## config.mk

```make
export PLATFORM = sky130hd
export DESIGN_NAME = spi_master_ctrl
export DESIGN_NICKNAME = d
export VERILOG_FILES = /design/src/rtl/spi_master_ctrl.sv
export SDC_FILE = /design/constraint.sdc
export NUM_CORES = 1
export LEC_CHECK = 0
export CORE_MARGIN = 5
export CORE_UTILIZATION = 40
export CTS_CLUSTER_DIAMETER = 30
export DETAILED_ROUTE_END_ITERATION = 12
export PLACE_DENSITY_LB_ADDON = 0.1
export SLEW_MARGIN = 20
export SYNTH_ARGS = -nofsm -noshare
export SYNTH_HDL_FRONTEND = slang
export SYNTH_SLANG_ARGS = --single-unit
```

## constraint.sdc

```tcl
create_clock -name clk -period 2.4 [get_ports clk]
set_input_delay 0.24 -clock clk [delete_from_list [all_inputs] [get_ports clk]]
set_output_delay 0.24 -clock clk [all_outputs]
set_load 0.005 [all_outputs]
```

## src/rtl/spi_master_ctrl.sv

```systemverilog
// SPI initiator for the lab SPI memory: one 16-bit frame {addr, rw, wdata}, MSB first,
// with SCLK derived from clk by a programmable half-period divider.
module spi_master_ctrl #(
  parameter int unsigned CLKDIV = 16
) (
  input  logic       clk,
  input  logic       resetn,
  input  logic       start,
  input  logic       rw,
  input  logic [6:0] addr,
  input  logic [7:0] wdata,
  output logic       busy,
  output logic       done,
  output logic [7:0] rdata,
  output logic       cs_n,
  output logic       sclk,
  output logic       mosi,
  input  logic       miso
);

  localparam int unsigned CntW = $clog2(CLKDIV) + 1;
  localparam logic [CntW-1:0] DivLast = CntW'(CLKDIV - 1);

  typedef enum logic [1:0] {
    StIdle,
    StSetup,
    StShift,
    StHold
  } stateT;

  stateT           stateQ, stateD;
  logic [CntW-1:0] divCntQ, divCntD;
  logic [4:0]      bitCntQ, bitCntD;
  logic [15:0]     txQ, txD;
  logic [7:0]      rxQ, rxD;
  logic            rwQ, rwD;
  logic            csNQ, csND;
  logic            sclkQ, sclkD;
  logic            busyQ, busyD;
  logic            doneQ, doneD;
  logic [7:0]      rdataQ, rdataD;

  logic            tick;
  logic [CntW-1:0] divNext;

  // One tick every CLKDIV cycles while a frame is in flight; each tick is one SCLK half-period.
  assign tick    = (divCntQ == DivLast);
  assign divNext = tick ? '0 : divCntQ + CntW'(1);

  always_comb begin
    stateD  = stateQ;
    divCntD = divCntQ;
    bitCntD = bitCntQ;
    txD     = txQ;
    rxD     = rxQ;
    rwD     = rwQ;
    csND    = csNQ;
    sclkD   = sclkQ;
    busyD   = busyQ;
    doneD   = 1'b0;
    rdataD  = rdataQ;

    unique case (stateQ)
      StIdle: begin
        divCntD = '0;
        if (start) begin
          txD     = {addr, rw, wdata};
          rwD     = rw;
          bitCntD = '0;
          csND    = 1'b0;
          busyD   = 1'b1;
          stateD  = StSetup;
        end
      end

      StSetup: begin
        divCntD = divNext;
        if (tick) begin
          sclkD  = 1'b1;
          rxD    = {rxQ[6:0], miso};
          stateD = StShift;
        end
      end

      StShift: begin
        divCntD = divNext;
        if (tick) begin
          if (!sclkQ) begin
            sclkD = 1'b1;
            rxD   = {rxQ[6:0], miso};
          end else begin
            sclkD   = 1'b0;
            bitCntD = bitCntQ + 5'd1;
            // Zero fill: after the 16th shift the MSB (mosi) is 0 and stays 0 while idle.
            txD     = {txQ[14:0], 1'b0};
            if (bitCntQ == 5'd15) begin
              stateD = StHold;
            end
          end
        end
      end

      StHold: begin
        divCntD = divNext;
        if (tick) begin
          divCntD = '0;
          csND    = 1'b1;
          busyD   = 1'b0;
          doneD   = 1'b1;
          if (rwQ) begin
            rdataD = rxQ;
          end
          stateD = StIdle;
        end
      end

      default: begin
        stateD = StIdle;
      end
    endcase
  end

  always_ff @(posedge clk or negedge resetn) begin
    if (!resetn) begin
      stateQ  <= StIdle;
      divCntQ <= '0;
      bitCntQ <= '0;
      txQ     <= '0;
      rxQ     <= '0;
      rwQ     <= 1'b0;
      csNQ    <= 1'b1;
      sclkQ   <= 1'b0;
      busyQ   <= 1'b0;
      doneQ   <= 1'b0;
      rdataQ  <= '0;
    end else begin
      stateQ  <= stateD;
      divCntQ <= divCntD;
      bitCntQ <= bitCntD;
      txQ     <= txD;
      rxQ     <= rxD;
      rwQ     <= rwD;
      csNQ    <= csND;
      sclkQ   <= sclkD;
      busyQ   <= busyD;
      doneQ   <= doneD;
      rdataQ  <= rdataD;
    end
  end

  // The tx MSB is the mosi flop itself, so mosi tracks the frame with no extra state.
  assign mosi  = txQ[15];
  assign cs_n  = csNQ;
  assign sclk  = sclkQ;
  assign busy  = busyQ;
  assign done  = doneQ;
  assign rdata = rdataQ;

endmodule

```

**Word level (Yosys, flattened, before mapping)**

Cells that the tools add are included.

- Muxes and demuxes: 33
- Reduce and logical (&&, ||, !) cells: 12
- Eq/ne operators: 12
- Add/subtract/negate cells: 2

Operators with widths:

| operator | number |
|---|---|
| 16-bit two-way mux | 3 |
| 16-bit one-hot mux with 2 select lines | 1 |
| 5-bit two-way mux | 5 |
| 8-bit two-way mux | 3 |
| 8-bit one-hot mux with 2 select lines | 1 |
| 5-bit one-hot mux with 3 select lines | 1 |
| 2-bit inequality test (second input constant) | 7 |
| 2-bit two-way mux | 6 |
| 5-bit by 1-bit adder with 5-bit output (second input constant) | 2 |
| 5-bit by 4-bit equality test with 1-bit output (second input constant) | 2 |
| 5-bit one-hot mux with 2 select lines | 1 |
| 3-bit AND reduction | 3 |
| 1-bit two-way mux | 8 |
| 2-bit one-hot mux with 4 select lines | 1 |
| 4-bit AND reduction | 2 |
| 1-bit one-hot mux with 2 select lines | 3 |
| 6-bit AND reduction | 1 |
| 2-bit nonzero test | 3 |
| 2-bit equality test (second input constant) | 2 |
| 2-bit by 1-bit equality test with 1-bit output (second input constant) | 1 |
| 2-bit logical NOT | 1 |
| 2-bit AND reduction | 1 |
| 2-bit OR reduction | 1 |

- Flip-flop bits (word level): 49
- Input port bits: 20

**Longest topological paths before layout**

- Depth after elaboration: 5
- Gate-level depth with buffers: 8
- Mapped depth without buffers: 6

**Least setup slack after synthesis**

No wires, ideal clock.

- Path type: register -> register
- Start: register stateQ[0]
- End: register txQ[13]
- Data arrival time: 1.519 ns
- Path slack: 0.744 ns
- Data required time: 2.263 ns
- Stages on the path, launching flop included: 9
- Path through: dfrtp_1 inv_1 ha_1 buf_2 nand2_1 buf_2 o22a_1 o22ai_1 a21oi_1

- Word-level cells in the longest chain between the ends: 3
- Elaborated cells on any way between the ends: 8

Ends and longest elaborated chain:

| element | RTL line | RTL |
|---|---|---|
| start: declaration | 31 | `stateT stateQ, stateD;` |
| start signal: assignment | 125 | `stateQ <= StIdle;` |
| start signal: assignment | 137 | `stateQ <= stateD;` |
| 2-bit equality test or 2-bit logical NOT (tied branches) | 63 | `unique case (stateQ)` |
| 2-bit inequality test (no line) or 2-bit nonzero test (tied branches) | n/a |  |
| 4-bit AND reduction (no line) | n/a |  |
| end signal: assignment | 140 | `txQ <= txD;` |
| end: declaration | 34 | `logic [15:0] txQ, txD;` |

Several ways; a longest one is shown, not always the timed one.
A chain may end at the register's enable or synchronous reset.

**Final worst setup path**

- Start: register stateQ[0]
- End: register bitCntQ[4]

- Word-level cells in the longest chain between the ends: 3
- Elaborated cells on any way between the ends: 8

Ends and longest elaborated chain:

| element | RTL line | RTL |
|---|---|---|
| 2-bit equality test or 2-bit logical NOT (tied branches) | 63 |  |
| 2-bit inequality test (no line) or 2-bit nonzero test (tied branches) | n/a |  |
| 4-bit AND reduction (no line) | n/a |  |
| end signal: assignment | 139 | `bitCntQ <= bitCntD;` |
| end: declaration | 33 | `logic [4:0] bitCntQ, bitCntD;` |

Several ways; a longest one is shown, not always the timed one.

==> impl_results.md <==
* Top post-synthesis cells by count: dfrtp_1, o22ai_1, a21oi_1
* Tot GR Track Use at 15.3%
* Crit-path max cell delay at ~440 ps
* Critical Path Fanout Max at 43
* Top-area cell type share of the netlist area at 50.1%
* Number of synthesized flops with an enable pin at 0
* # fillers at 548
* Pin count of the biggest net entering global routing at 50
* Htree depth at 2
* Root buf cell: clkbuf_8
* Final Hold Vio Count at 0
* Crit Reg-Reg Endpoint: bitCntQ[4]
* Slew HR at 57.8%
* Die W at 87.4 um
* Layout cells sized above 1 at 15.3%
* Clock Sink Count at a little under 50
* IO Count at 33
* Cell with the most instances after synthesis: dfrtp_1
* Final non-filler cell total at approximately 320
* Worst vdd ir at 333 uV
* Mapped Cells at 216
* Status: complete, no violations
* Antenna Cells at 0
* Worst-path clk slew at around 90 ps
* Antenna-violating nets left at 0
* Post-layout min period at approximately 2000 ps
* Area grow syn2layout at 20.0%
* LEAKAGE at 1.28 nW
* Avg Cell Area, Syn at 11.1 um^2
* Number of distinct library cells after synthesis at 36
* Setup TNS at 0 ps
* RSZ-0062 raised after global routing: no
* Clk buf depth at 2
* Worst-Margin Slew at ~630 ps
* CTS tree: built
* Fin nets at 275
* Critical Path Start Type: register
* Multi-input logic area at 1080 um^2
* Max_cap viols at 0
* Hold Crit Class: in -> async
* Top FF cell, synth: dfrtp_1
* Vias at 1801
* Number of synthesized register bits at 49
* Yosys warning total at 0
* Vias/cell at approximately 5.6
* Post-synth net total at 244
* Synth area leader: dfrtp_1
* Setup ws final at 361 ps
* CP top delay family: compound AO/OA/AOI/OAI gates
* Endpoints failing setup at 0
* DR WL/cell at 16.2 um
* Crit path cell chain: inv_1, ha_1, buf_4, o211ai_1, a22o_1
* Vias in the first global route at 1883
* Final wirelength at 5240 um
* DP Cell Count at 315
* Number of buffers added on ports at 32
* Core area at around 5900 um^2
* Worst EP required at 2590 ps
* Worst r2r src: stateQ[0]
* Critical path class: reg -> reg
* Ys async rst share at 100%
* First-pass GRT wire length at 9210 um
* Worst skew pair latency at approximately 300 ps
* Total grt overflow at 0
* Register area at 1230 um^2
* Starting Density at 40.7%
* Place WS at 385 ps
* Initial antenna violation count at 0
* Reg-to-reg slack, setup at 360 ps
* Die area at between 7000 and 8000 um^2
* Total CTS buffers at 5
* PwrDens at 483 nW/um^2
* # hold bufs at CTS at 0
* Worst Clk Skew at 9.12 ps
* Starting DRT DRC Count at between 100 and 150
* Period utilization at 85.0%
* Fmax at 490 MHz
* Row count at 28
* RePlAce Congestion at 0.699
* Drt first pass iters at 4
* Synth area leaders: dfrtp_1, mux2_2, o22ai_1, o22a_1, ha_1
* Die Span Y at between 80 and 90 um
* Mapped cell area at 2400 um^2
* Pwr Total at 0.00139 W
* Slowest CP cell: buf_4
* Cell count of the worst reg-to-reg path at 5
* Buf/Inv on CP at 2
* DRC errors left at 0
* CTS resizes at 0
* Setup crit end kind: register
* Post-CTS setup buffers at 0
* Dpl hpwl at around 3400 um
* Crit path arrival time at about 2200 ps
* Sequential fraction of the synthesis area at 51.2%
* Fin. max-slew vios at 0
-- cells in the final DEF, fill, tap and decap left out, types with 2 or more instances in the layout --
cell type        instances
and2_1                   2
o211ai_1                 2
nand2_1                 10
nor2_1                   6
nand4_1                  2
ha_1                     8
a22o_1                   2
o21ai_0                  3
clkbuf_8                 6
o22a_1                  15
inv_1                    4
nand2b_1                 5
clkdlybuf4s50_1         31
mux2_2                  18
a21oi_1                 19
o22ai_1                 31
buf_4                    6
nand3_1                  7
and3_1                   4
dfrtp_1                 48
-- area by class of cell --
| class | count | area share [%] |
|---|---|---|
| clock buffers | 6 | 2.87 |
| clock inverters | 2 | 0.478 |
| inverters | 4 | 0.522 |
| multi-input cells | 149 | 37.7 |
| flip-flops and latches | 49 | 42.7 |
| well taps | 75 | 3.26 |
| repair buffers | 38 | 12.5 |
-- through the flow --
stage	area [um^2]	hold slack (ps)	util (%)
4_1_cts	2880	47.6	48.9
5_1_grt	2880	72.9	48.9
3_5_place_dp	2780	394	47.3
2_1_floorplan	2400	-55.6	-
3_3_place_gp	2780	400	47.3
6_report	2880	24.0	48.9
-- worst max path at each step --
| stage | startpoint | to | cells past startpoint |
|---|---|---|---|
| 3_3_place_gp | stateQ[0] | bitCntQ[0] | 5 |
| 4_1_cts | stateQ[0] | bitCntQ[4] | 5 |
| 3_5_place_dp | stateQ[0] | bitCntQ[4] | 5 |
| 5_1_grt | stateQ[0] | txQ[8] | 6 |
| 2_1_floorplan | stateQ[0] | txQ[13] | 8 |
| 6_report | stateQ[0] | bitCntQ[4] | 5 |
-- per-layer routing --
metal	GRT usage (%)	up-vias	wire length, um
li1	-	884	-
met1	21.8	884	2620
met2	22.6	29	2310
met3	4.07	4	254
met4	4.60	0	58
met5	0	-	0
-- sequential cells by signal, summed over array words and instances, names as in the netlist, 2 cells and up --
signal,cells
txQ,16
rdata,8
rxQ,8
bitCntQ,5
divCntQ,5
stateQ,2
-- kinds of logic after synthesis --
group	synth area share, %
compound gates	22.0
xor+xnor	0.731
fa+ha+maj	4.18
buf+inv	3.55
flops	51.2
mux	8.87
simple gates	9.50
-- where the power goes --
part	leakage (nW)	switching (W)	total (W)	internal (W)
Combinational	0.585	0.0000224	0.0000521	0.0000297
Sequential	0.641	0.00000121	0.000828	0.000827
Clock	0.0512	0.000275	0.000509	0.000234
Power figures use the tool's default switching activity.
==> variant, RTL diff (same settings) <==
Register the inputs `start`, `rw`, `addr`, `wdata` and `miso` before use. The logic sees them one clock later.
--- a/src/rtl/spi_master_ctrl.sv
+++ b/src/rtl/spi_master_ctrl.sv
@@ -27,6 +27,20 @@
     StShift,
     StHold
   } stateT;
+
+  logic start_q;
+  logic rw_q;
+  logic [6:0] addr_q;
+  logic [7:0] wdata_q;
+  logic miso_q;
+
+  always_ff @(posedge clk) begin
+    start_q <= start;
+    rw_q    <= rw;
+    addr_q  <= addr;
+    wdata_q <= wdata;
+    miso_q  <= miso;
+  end
 
   stateT           stateQ, stateD;
   logic [CntW-1:0] divCntQ, divCntD;
@@ -63,9 +77,9 @@
     unique case (stateQ)
       StIdle: begin
         divCntD = '0;
-        if (start) begin
-          txD     = {addr, rw, wdata};
-          rwD     = rw;
+        if (start_q) begin
+          txD     = {addr_q, rw_q, wdata_q};
+          rwD     = rw_q;
           bitCntD = '0;
           csND    = 1'b0;
           busyD   = 1'b1;
@@ -77,7 +91,7 @@
         divCntD = divNext;
         if (tick) begin
           sclkD  = 1'b1;
-          rxD    = {rxQ[6:0], miso};
+          rxD    = {rxQ[6:0], miso_q};
           stateD = StShift;
         end
       end
@@ -87,7 +101,7 @@
         if (tick) begin
           if (!sclkQ) begin
             sclkD = 1'b1;
-            rxD   = {rxQ[6:0], miso};
+            rxD   = {rxQ[6:0], miso_q};
           end else begin
             sclkD   = 1'b0;
             bitCntD = bitCntQ + 5'd1;
Formal check against the unedited RTL: not equivalent (Yosys sat finds a counterexample within 4 cycles, from zero or initial values and one cycle with resetn low).
==> variant against the unedited design <==
  * Setup slack improved by 0.12 ns
  * Sequential cell count is 18 higher
  * Area after synthesis increased by 15%
  * Critical path depth up 2
  * First-iteration DRC count fell by 11%
  * Die area increased by 13%
  * Routed wire length is 5.1% higher
  * Count of clock-buffer cells in the layout up 4
  * Cell area up 19%
  * Clock skew barely moved
  * Synthesized cell count rose by 8.3%
  * Critical endpoint is now txQ[0]
  * Highest routed layer unchanged
Power is not compared: it rests on default switching activity, and its combinational part moved more than twofold at a synthesized area within 25%.
==> variant: results (changes against the unedited design) <==
| Metric | Value |
|---|---|
| Hold crit path type | in -> reg |
| Crit path to | txQ[0] |
| Placer Congestion | 0.7346 (+5.1%) |
| Dpl cell area | 0.003176 mm² (+14%) |
| First-pass GRT wire length | 9584 µm (+4.0%) |
| Skew-Pair Late Insertion Delay | 0.34 ns (+0.04 ns) |
| Total Power | 0.003887 W |
| Total track usage | 0.1421 (-0.01056) |
| M1 wire length | 2792 µm (+6.7%) |
| Reg2reg setup slack | 0.48 ns (+0.12 ns) |
| VDD IR max | 601.5 µV |
| WHS | 0.3329 ns (+0.3089 ns) |
| Synth area leaders | dfrtp_1 44%, dfxtp_1 13%, mux2_2 7.4% |
| Least-Margin Pin Slew | 0.6120 ns (-0.01702 ns) |
| Post-synth ARST share | 0.7313 (-0.2687) |
| Worst path arrival time | 2.14 ns (-0.09 ns) |
| Dpl hpwl | 3629 µm (+6.3%) |
| Met3 usage | 0.05471 (+0.01403) |
| Top delay family on crit path | buffers and inverters |
| DR iter-0 viols | 93 (-11%) |
| M2 GR Usage | 0.2064 (-0.01967) |
| CP max stage delay | 0.41 ns (-0.03 ns) |
| DR top layer | met4 |
| Synthesized area per cell | 11.78 µm² (+6.2%) |
| Depth of the most critical reg-to-reg path | 7 (+2) |
| Vias post-DR | 1960 (+8.8%) |
| Share of cells above drive strength 1 | 0.1733 (+0.02006) |
| Run status | completed |
| Crit Path Max Fanout | 26 (-40%) |
| Hold Buf Count CTS | 1 (+1) |
| Fmax | 0.5200 GHz (+6.0%) |
| Post-synth top cells | 48 x dfrtp_1, 31 x o22ai_1, 19 x a21oi_1, 18 x dfxtp_1, 18 x mux2_2 |
| Met1 Use GR | 0.1904 (-0.02730) |
| # fillers | 608 (+11%) |
| DP Cell Count | 340 (+7.9%) |
| Vias/cell | 5.490 (-1.5%) |
| Routed WL | 5509 µm (+5.1%) |
| Sequential area share after synthesis | 0.5758 (+0.06377) |
| DR WL met2 | 2408 µm (+4.2%) |
| Post-Place Worst Slack | 0.5211 ns (+0.1363 ns) |
| H-tree levels | 3 (+1) |
| Met3 WL | 225 µm (-11%) |
| Cell variety after synth | 38 (+5.6%) |
| Total CTS buffers | 9 (+4) |
| Largest net degree at the start of global routing | 27 (-46%) |
==> variant: changes by cell type in the layout (fill, tap and decap cells not counted), moves of 2 or more <==
cell	delta
dfxtp_1	+18
clkbuf_8	+4
inv_6	+3
bufinv_16	+2
==> variant: final cells by class <==
type,instances,area [µm²],area share
repair buffers,41,397.9,0.1164
well taps,80,100.1,0.02929
multi-input cells,149,1085,0.3175
clock buffers,10,137.6,0.04028
flip-flops and latches,67,1588,0.4647
inverters,4,15.01,0.004394
clock inverters,6,93.84,0.02746
==> variant: kinds of logic (layout without fill, tap and decap cells) <==
group | after synthesis | in the layout | synth area share
compound gates | 78 | 78 | 0.1910
flops | 67 | 67 | 0.5758
simple gates | 42 | 42 | 0.08257
mux | 19 | 19 | 0.07713
buf+inv | 18 | 61 | 0.03085
fa+ha+maj | 8 | 8 | 0.03630
xor+xnor | 2 | 2 | 0.006353
